**src/rtl/dsp_mac_sequencer.sv**
```systemverilog
// Dot-product sequencer for one DSP slice built with A1REG=B1REG=MREG=PREG=OPMODEREG=1.
// Streams signed (a,b) pairs into the slice and captures the 48-bit accumulated P.
module dsp_mac_sequencer #(
  parameter int LEN_W    = 8,
  parameter int PIPE_LAT = 3,
  parameter int OPM_DLY  = 1
) (
  input  logic             CLK,
  input  logic             RST,
  input  logic             start,
  input  logic [LEN_W-1:0] len,
  output logic             busy,
  input  logic             in_valid,
  output logic             in_ready,
  input  logic [17:0]      in_a,
  input  logic [17:0]      in_b,
  output logic             res_valid,
  input  logic             res_ready,
  output logic [47:0]      res_p,
  output logic [17:0]      dsp_a,
  output logic [17:0]      dsp_b,
  output logic [7:0]       dsp_opmode,
  output logic             dsp_ce,
  output logic             dsp_rst,
  input  logic [47:0]      dsp_p
);

  localparam int DCNT_W = $clog2(PIPE_LAT + 1);

  localparam logic [7:0] OPM_CLR  = 8'h00;
  localparam logic [7:0] OPM_MUL  = 8'h01;
  localparam logic [7:0] OPM_HOLD = 8'h08;
  localparam logic [7:0] OPM_MAC  = 8'h09;

  typedef enum logic [1:0] {
    S_IDLE  = 2'd0,
    S_RUN   = 2'd1,
    S_DRAIN = 2'd2,
    S_DONE  = 2'd3
  } state_e;

  state_e             state_q, state_d;
  logic [LEN_W-1:0]   cnt_q, cnt_d;
  logic [DCNT_W-1:0]  dcnt_q, dcnt_d;
  logic               first_q, first_d;
  logic [47:0]        res_p_q, res_p_d;
  logic               busy_q, busy_d;
  logic               in_ready_q, in_ready_d;
  logic               res_valid_q, res_valid_d;
  logic               dsp_ce_q, dsp_ce_d;
  logic [7:0]         opm_q [OPM_DLY];
  logic [7:0]         opm_issue_s;
  logic               beat_s;

  assign beat_s     = in_valid & in_ready_q;
  assign dsp_a      = beat_s ? in_a : 18'd0;
  assign dsp_b      = beat_s ? in_b : 18'd0;
  assign dsp_rst    = RST;
  assign dsp_opmode = opm_q[OPM_DLY-1];
  assign busy       = busy_q;
  assign in_ready   = in_ready_q;
  assign res_valid  = res_valid_q;
  assign res_p      = res_p_q;
  assign dsp_ce     = dsp_ce_q;

  // State register, job counters, registered outputs and the OPMODE delay line
  always_ff @(posedge CLK) begin
    if (RST) begin
      state_q     <= S_IDLE;
      cnt_q       <= {LEN_W{1'b0}};
      dcnt_q      <= {DCNT_W{1'b0}};
      first_q     <= 1'b0;
      res_p_q     <= 48'd0;
      busy_q      <= 1'b0;
      in_ready_q  <= 1'b0;
      res_valid_q <= 1'b0;
      dsp_ce_q    <= 1'b0;
      for (int i = 0; i < OPM_DLY; i++) begin
        opm_q[i] <= 8'h00;
      end
    end else begin
      state_q     <= state_d;
      cnt_q       <= cnt_d;
      dcnt_q      <= dcnt_d;
      first_q     <= first_d;
      res_p_q     <= res_p_d;
      busy_q      <= busy_d;
      in_ready_q  <= in_ready_d;
      res_valid_q <= res_valid_d;
      dsp_ce_q    <= dsp_ce_d;
      opm_q[0]    <= opm_issue_s;
      for (int i = 1; i < OPM_DLY; i++) begin
        opm_q[i] <= opm_q[i-1];
      end
    end
  end

  // Next-state and counter update
  always_comb begin
    state_d = state_q;
    cnt_d   = cnt_q;
    dcnt_d  = dcnt_q;
    first_d = first_q;
    res_p_d = res_p_q;
    case (state_q)
      S_IDLE: begin
        if (start && (len != {LEN_W{1'b0}})) begin
          state_d = S_RUN;
          cnt_d   = len;
          first_d = 1'b1;
        end else if (start) begin
          state_d = S_DONE;
          res_p_d = 48'd0;
        end else begin
          state_d = S_IDLE;
        end
      end
      S_RUN: begin
        if (beat_s) begin
          cnt_d   = cnt_q - LEN_W'(1);
          first_d = 1'b0;
          if (cnt_q == LEN_W'(1)) begin
            state_d = S_DRAIN;
            dcnt_d  = DCNT_W'(PIPE_LAT);
          end else begin
            state_d = S_RUN;
          end
        end else begin
          state_d = S_RUN;
        end
      end
      S_DRAIN: begin
        dcnt_d = dcnt_q - DCNT_W'(1);
        // P now reflects the last beat: it has crossed A1, M and P registers
        if (dcnt_q == DCNT_W'(1)) begin
          res_p_d = dsp_p;
          state_d = S_DONE;
        end else begin
          state_d = S_DRAIN;
        end
      end
      S_DONE: begin
        if (res_ready) begin
          state_d = S_IDLE;
        end else begin
          state_d = S_DONE;
        end
      end
      default: begin
        state_d = S_IDLE;
      end
    endcase
  end

  // Output decode: registered strobes follow state_d, OPMODE follows the current beat
  always_comb begin
    busy_d      = (state_d != S_IDLE);
    in_ready_d  = (state_d == S_RUN);
    res_valid_d = (state_d == S_DONE);
    dsp_ce_d    = (state_d == S_RUN) || (state_d == S_DRAIN);
    opm_issue_s = OPM_CLR;
    case (state_q)
      S_RUN: begin
        if (beat_s) begin
          opm_issue_s = first_q ? OPM_MUL : OPM_MAC;
        end else begin
          opm_issue_s = first_q ? OPM_CLR : OPM_HOLD;
        end
      end
      S_DRAIN: begin
        opm_issue_s = OPM_HOLD;
      end
      default: begin
        opm_issue_s = OPM_CLR;
      end
    endcase
  end

endmodule

```
**config.mk**
```make
export PLATFORM = sky130hd
export DESIGN_NAME = dsp_mac_sequencer
export DESIGN_NICKNAME = d
export VERILOG_FILES = /design/src/rtl/dsp_mac_sequencer.sv
export SDC_FILE = /design/constraint.sdc
export NUM_CORES = 1
export LEC_CHECK = 0
export CAP_MARGIN = 30
export CORE_MARGIN = 5
export CORE_UTILIZATION = 39
export CTS_BUF_LIST = sky130_fd_sc_hd__clkbuf_8 sky130_fd_sc_hd__clkbuf_16
export DETAILED_ROUTE_END_ITERATION = 10
export MAX_ROUTING_LAYER = met4
export PLACE_DENSITY = 0.93
export SETUP_SLACK_MARGIN = 0.05
export SLEW_MARGIN = 20
export SYNTH_ARGS = -nofsm -noshare
export SYNTH_HDL_FRONTEND = slang
export SYNTH_SLANG_ARGS = --single-unit
```
**constraint.sdc**
```tcl
create_clock -name CLK -period 5.8 [get_ports CLK]
set_input_delay 1.16 -clock CLK [delete_from_list [all_inputs] [get_ports CLK]]
set_output_delay 1.16 -clock CLK [all_outputs]
set_load 0.02 [all_outputs]
```
# Word-level counts from Yosys, hierarchy flattened
# Memory sizes are Yosys's and may differ from the RTL's.
# Cells that the tools add are included.
classes:
  muxes: 31
  bitwise: 1
  n_addsub: 2
  n_eq_ne: 14
  reduce_logical: 12
op_table:
  columns: ["op", "n"]
  rows:
  - ["two-way mux 48 bit", 3]
  - ["case mux 48 bit (2 select lines)", 1]
  - ["two-way mux 18 bit", 2]
  - ["case mux 8 bit (2 select lines)", 2]
  - ["two-way mux 8 bit", 3]
  - ["two-way mux 2 bit", 7]
  - ["two-way mux 4 bit", 3]
  - ["inequality test 2 bit (second input constant)", 6]
  - ["== test 2 bit (second input constant)", 4]
  - ["== test 8 x 1 -> 1 bit (second input constant)", 1]
  - ["case mux 2 bit (4 select lines)", 1]
  - ["nonzero test 2 bit", 4]
  - ["nonzero test 8 bit", 1]
  - ["OR reduction 8 bit", 1]
  - ["subtractor 8 x 1 -> 8 bit (second input constant)", 1]
  - ["two-way mux 1 bit", 7]
  - ["== test 2 x 1 -> 1 bit (second input constant)", 3]
  - ["AND reduction 3 bit", 2]
  - ["case mux 2 bit (2 select lines)", 1]
  - ["AND reduction 4 bit", 1]
  - ["logical NOT 2 bit", 1]
  - ["case mux 1 bit (2 select lines)", 1]
  - ["subtractor 2 x 1 -> 2 bit (second input constant)", 1]
  - ["bitwise AND 1 bit", 1]
  - ["2 further kinds", 2]
totals:
  output_inout_bits: 97
  ram_bits: 8
  register_bits: 65
  n_memories: 1
  word_cells: 70
mem_list:
  columns: ["memory", "words", "width", "read_ports", "rd_clocked_by_memory_dff", "wr", "line", "text"]
  rows:
  - ["opm_q", 1, 8, 1, 0, 1, "51", "logic [7:0] opm_q [OPM_DLY];"]

# Depth between registers and ports, before layout
# Gate-level depths: netlist of the first run.
depth:
  word_depth: 6
  mapped_depth: 8
  ltp_nobuf: 8

# Worst setup path after synthesis of the first run
# No wires, ideal clock.
synth_timing:
  path_kind: "input to output"
  startpoint: "in in_valid"
  endpoint: "out dsp_a[10]"
  path_slack_ns: 2.774
  stages: 3
  t_arrival_ns: 1.866
  n_path_buf: 2
  t_required_ns: 4.640
  path_cell_list: "clkbuf_1 clkbuf_1 and3_1"
synth_via:
  elab_chain_cells: 2
synth_lines:
  columns: ["element", "line", "text"]
  rows:
  - ["start, declared", "13", "input logic in_valid,"]
  - ["bitwise AND 1 bit", "55", "assign beat_s = in_valid & in_ready_q;"]
  - ["two-way mux 18 bit", "56", "assign dsp_a = beat_s ? in_a : 18'd0;"]
  - ["end, declared", "20", "output logic [17:0] dsp_a,"]
# No other way between the ends.

# Worst setup path in the final report of the first run
layout_timing:
  startpoint: "in in_valid"
  endpoint: "out dsp_b[3]"
layout_via:
  elab_chain_cells: 2
layout_lines:
  columns: ["element", "line", "text"]
  rows:
  - ["bitwise AND 1 bit", "55", null]
  - ["two-way mux 18 bit", "57", "assign dsp_b = beat_s ? in_b : 18'd0;"]
  - ["end, declared", "21", "output logic [17:0] dsp_b,"]
# No other way between the ends.

==> flow_summary.toml, run 1 <==
[run_status]
status = "finished clean"

[timing]
finalHoldViolCount = 0
final.setup.tns_ns = 0
fmax_mhz = 256
rsz0062_at_grt = "false"
finalClockSkew_ns = 0.0124
layout_min_cycle_time_ns = 3.91
worstMarginPinSlew_ns = 0.588
finalSetupViolCount = 0
fin_crit_sh_pct = 67.5
finalMaxSlewViolations = 0
relSlewSlack_pct = 60.6

[finish]
layout.nets = 585
fin_util_pct = 70.1
drive_gt1_share_pct = 6.22
nFillCells = 537
diodes = 0
syn2layout_area_growth_pct = 74.1
multi_input_area_sq_mm = 0.00143
final_area_sq_mm = 0.00511
regArea_sq_mm = 0.00134

[routing]
avgViaCountPerCell = 5.06
wl_microns = 9700
drtAntennaViolNets = 0
wl_per_cell_microns = 16.7
drcViolationCount = 0
drt_iter0_markers = 140
drt_pass1_iterations = 4
dr_total_vias = 2938

[setup_path]
cp_num_buf_inv = 3
critPathMostFrequentCell = "clkdlybuf4s50_1"
crit_chain = "clkdlybuf4s50_1, buf_8, and3_1, clkdlybuf4s50_1"
cpLargestDelayFamily = "buffers and inverters"
regToRegSetupSlack_ns = 2.86
crit_path_end_kind = "primary output"
path_depth = 4
worstPathMaxFanout = 36
r2r_start = "state_q[1]"
reg2reg_depth = 8
crit_arrival_ns = 2.75
cp.required_ns = 4.64
r2r-end = "dsp_ce"
start_kind = "input port"
critical_path_class = "input port to primary output"
cpMaxStageDelayCell = "clkdlybuf4s50_1"
cp_slowest_stage_delay_ns = 0.61

[global_route]
gr-total-overflow = 0
met2_usage_pct = 34.9
grt_usage_pct = 20.4
grt_util_met3_pct = 4.39
grt_first_pass_wirelength_microns = 15400
met1_usage_pct = 23.7
grt_pass1_vias = 2960
antenna_found_initial = 0
grt_start_max_net_pins = 49
busiest_layer = "met2"

[floorplan]
core_area_sq_mm = 0.00729
die_h_microns = 96.8
num_rows = 31
dieArea_sq_mm = 0.00937
start_util_pct = 40.3
die_w_microns = 96.8
top_level_ports = 194

[power]
leakagePower_uw = 0.00206
peakVddDrop_uv = 240
power_density_mw_per_mm2 = 266
fin_total_pwr_uw = 1360

[clocking]
numCtsBuffers = 9
h-tree-depth = 3
clk_pin_slew_worst_paths_ns = 0.06
cts_setup_buffers = 0
ctsResizeCount = 0
max-clock-path-buffers = 2
cts_sinks = 67
cts_tree = "built"
hold_buffers = 0
clkLatencyLatePin_ns = 0.34
root_buffer = "clkbuf_8"

[synthesis]
synth_warnings = 0
syn-instance-count = 298
synthFlopType = "dfxtp_1"
synth.avg_cell_area_sq_um = 9.85
synth_enable_flop_cells = 0
synth_cell_types = 45
synth_seq_cells = 67
synthArstFlopShare_pct = 0
ys_seq_area_share_pct = 45.7
netlist_area_sq_mm = 0.00294

[placed_design]
io_buffers = 187
place_congestion = 0.861
hpwlAfterDp_microns = 7360
placed_cell_area_sq_mm = 0.00483

[worst_hold_path]
holdPathStages = 1
hp-start = "res_p[26]"
whs_endpoint = "res_p[26]"
hp-class = "flop to flop"

[job]
max_cap_viol_count = 0
-- metal layers --
layer  up-vias  wire [microns]
met5         -               0
met4         0             221
met3        16             421
met2       104            4980
met1      1366            4070
li1       1452               -
-- worst max path at each step --
stage	start	to	slack, ns
CTS	in_valid	dsp_b[3]	1.44
finish	in_valid	dsp_b[3]	1.89
floorplan	in_valid	dsp_a[10]	2.77
global placement	in_valid	dsp_b[2]	1.52
detailed placement	in_valid	dsp_b[2]	1.44
global route	in_valid	dsp_b[12]	1.83
-- area by class of cell --
type                       count  share of cell area, %
clock buffer                  10                   2.69
clock inverter                 6                   1.74
inverter                      13                  0.955
multi-input combinational    194                   27.9
sequential                    67                   26.2
tap                           99                   2.42
timing repair buffer         192                   38.0
-- registers in the layout, indices dropped and copies added (netlist names) --
name	flops
dcnt_q	2
in_ready	1
first_q	1
dsp_ce	1
res_valid	1
cnt_q	8
busy	1
opm_q	2
state_q	2
res_p	48
-- metrics by stage --
step	instances	hold WS [ns]	setup WS, ns
finish	581	0.475	1.89
global route	581	0.501	1.83
CTS	578	0.477	1.44
detailed placement	562	0.453	1.44
global placement	562	0.456	1.52
floorplan	303	0.453	2.77
-- cells in the mapped netlist (2+ instances only) --
library cell,number,area share (%)
a21oi_1,16,2.7
dfxtp_1,67,46
and3_1,36,7.7
nor4_2,2,0.85
buf_1,2,0.26
a22oi_1,3,0.77
nand2b_1,8,1.7
nor2b_1,4,0.85
nand3_1,4,0.68
a311oi_1,2,0.60
a22o_1,48,14
ha_1,11,4.7
o32ai_1,6,1.8
nand2_1,8,1.0
clkbuf_1,12,1.5
inv_1,12,1.5
a32oi_1,2,0.60
nor2_1,9,1.2
buf_4,7,1.8
or4_2,2,0.60
nor3b_1,3,0.77
o21ai_0,2,0.34
buf_2,8,1.4
and2_1,2,0.43
o31a_1,2,0.60
-- cells by family (layout without fill, tap and decap cells) --
| group | Yosys count | in the layout | synth area share [%] |
|---|---|---|---|
| fa+ha+maj | 11 | 11 | 4.69 |
| flops | 67 | 67 | 45.7 |
| compound gates | 93 | 93 | 25.4 |
| buf+inv | 42 | 221 | 6.60 |
| other cells | 1 | 6 | 0.128 |
| simple gates | 84 | 84 | 17.5 |
-- power by group --
group	switching, uW	internal, uW
logic	206	204
registers	23.4	489
clock network	180	254
-- cell usage in the layout (no fill, tap or decap), types with 2 or more instances in the layout --
cell type and instances:
clkdlybuf4s50_1 187, dfxtp_1 67, a22o_1 48, and3_1 36
a21oi_1 16, inv_1 12, ha_1 11, clkbuf_8 10
nor2_1 9, nand2_1 8, nand2b_1 8, o32ai_1 6
conb_1 6, nand3_1 4, nor2b_1 4, nor3b_1 3
a22oi_1 3, nor4_2 2, and2_1 2, a32oi_1 2
or4_2 2, o31a_1 2, a311oi_1 2, o21ai_0 2
bufinv_16 2, clkinvlp_4 2, buf_4 2, buf_8 2
(Power assumes the default switching activity.)
==> inputs of run 2 (changes only) <==
--- a/config.mk
+++ b/config.mk
@@ -7,11 +7,11 @@
 export LEC_CHECK = 0
 export CAP_MARGIN = 30
 export CORE_MARGIN = 5
-export CORE_UTILIZATION = 39
+export CORE_UTILIZATION = 33
 export CTS_BUF_LIST = sky130_fd_sc_hd__clkbuf_8 sky130_fd_sc_hd__clkbuf_16
 export DETAILED_ROUTE_END_ITERATION = 10
 export MAX_ROUTING_LAYER = met4
-export PLACE_DENSITY = 0.93
+export PLACE_DENSITY = 0.85
 export SETUP_SLACK_MARGIN = 0.05
 export SLEW_MARGIN = 20
 export SYNTH_ARGS = -nofsm -noshare
==> constraint.sdc (replaced) <==
create_clock -name CLK -period 3.4 [get_ports CLK]
set_input_delay 0.68 -clock CLK [delete_from_list [all_inputs] [get_ports CLK]]
set_output_delay 0.68 -clock CLK [all_outputs]
set_load 0.02 [all_outputs]
==> flow_summary.toml, run 2 (same netlist as run 1, synthesis figures left out) <==
[clocking]
ctsResizeCount = 0
clkLatencyLatePin_ns = 0.33
h-tree-depth = 3
cts_setup_buffers = 0
numCtsBuffers = 9
max-clock-path-buffers = 2
clk_pin_slew_worst_paths_ns = 0.07
cts_sinks = 67
root_buffer = "clkbuf_8"
cts_tree = "built"
hold_buffers = 0

[routing]
drt_pass1_iterations = 4
drt_iter0_markers = 167
wl_per_cell_microns = 16.9
avgViaCountPerCell = 5.15
drcViolationCount = 0
dr_total_vias = 3050
drtAntennaViolNets = 0
wl_microns = 10000

[placed_design]
io_buffers = 187
place_inst = 575
place_congestion = 0.858
hpwlAfterDp_microns = 7670

[job]
max_cap_viol_count = 0

[timing]
finalClockSkew_ns = 0.00950
fin_crit_sh_pct = 87.8
relSlewSlack_pct = 64.6
rsz0062_at_grt = "false"
layout_min_cycle_time_ns = 2.99
final.setup.tns_ns = 0
fmax_mhz = 335
finalSetupViolCount = 0
worstMarginPinSlew_ns = 0.527
finalHoldViolCount = 0
finalMaxSlewViolations = 0

[run_status]
status = "finished clean"

[setup_path]
critPathMostFrequentCell = "clkdlybuf4s50_1"
r2r-end = "dsp_ce"
worstPathMaxFanout = 40
crit_chain = "clkdlybuf4s50_1, buf_4, and3_1, clkdlybuf4s50_1"
crit_path_end_kind = "primary output"
critical_path_class = "input port to primary output"
start_kind = "input port"
regToRegSetupSlack_ns = 0.95
cpMaxStageDelayCell = "clkdlybuf4s50_1"
reg2reg_depth = 8
r2r_start = "state_q[1]"
cp_slowest_stage_delay_ns = 0.62
cp.required_ns = 2.72
crit_arrival_ns = 2.31

[global_route]
grt_pass1_vias = 3106
grt_start_max_net_pins = 49
gr-total-overflow = 0
grt_usage_pct = 18.2
antenna_found_initial = 0
grt_first_pass_wirelength_microns = 15800

[floorplan]
die_h_microns = 104
start_util_pct = 33.8
dieArea_sq_mm = 0.0109
core_area_sq_mm = 0.00868
num_rows = 34
die_w_microns = 104
top_level_ports = 194

[finish]
final_common_cell = "clkdlybuf4s50_1"
layout.nets = 588
syn2layout_area_growth_pct = 73.7
stdcell_count = 592
largest_reg_flops = 48
nFillCells = 763
drive_gt1_share_pct = 6.61
layout_common_cells = "clkdlybuf4s50_1 (187), dfxtp_1 (67), a22o_1 (48), and3_1 (36), a21oi_1 (16)"
fin_util_pct = 58.8
diodes = 0

[power]
power_density_mw_per_mm2 = 429
leakagePower_uw = 0.00205
peakVddDrop_uv = 201

[worst_hold_path]
whs_endpoint = "res_p[40]"
hp-class = "flop to flop"
holdPathStages = 1
hp-start = "res_p[40]"
[run 2: per-stage QoR]
step	setup slack (ns)	hold slack (ns)	total power (uW)	cell area [sq um]
finish	0.415	0.479	2190	5100
global route	0.341	0.490	2310	5100
floorplan	1.28	0.453	1290	2960
detailed placement	0.345	0.457	1590	4880
CTS	0.388	0.479	2190	5060
global placement	0.425	0.455	1570	4880
[run 2: layer usage]
metal  GRT usage [%]  wire [microns]  part of all wire, %
met2            30.0            4850                   48
met5               -               0                    0
met4            8.88             343                  3.4
met1            19.7            3910                   39
met3            6.15             911                  9.1
[run 2: where the power goes]
group	internal, uW	leakage, uW	total [uW]	switching, uW
clock	299	0.0000912	591	292
combinational	360	0.00142	723	363
sequential	834	0.000543	875	40.4
total	1490	0.00205	2190	695
[run 2: worst max-delay path by stage]
stage | start | to | depth (start not counted)
floorplan | len[6] | res_p[26] | 6
detailed placement | in_valid | dsp_ce | 8
finish | in_valid | dsp_b[7] | 4
global route | in_valid | dsp_b[7] | 4
global placement | in_valid | dsp_b[7] | 4
CTS | in_valid | dsp_b[7] | 4
[run 2: critical path, delay by kind of cell]
family        cells  cell delay (ns)
buf+inv           3             1.36
simple gates      1             0.26
[run 2: area by class of cell]
type                    instances  area, sq um  area share (%)
multi-input cells             194         1430            28.0
clock buffers                  11          151            2.97
flip-flops and latches         67         1340            26.3
inverters                      13         48.8           0.957
clock inverters                 4         26.3           0.515
repair buffers                195         1970            38.7
well taps                     108          135            2.65
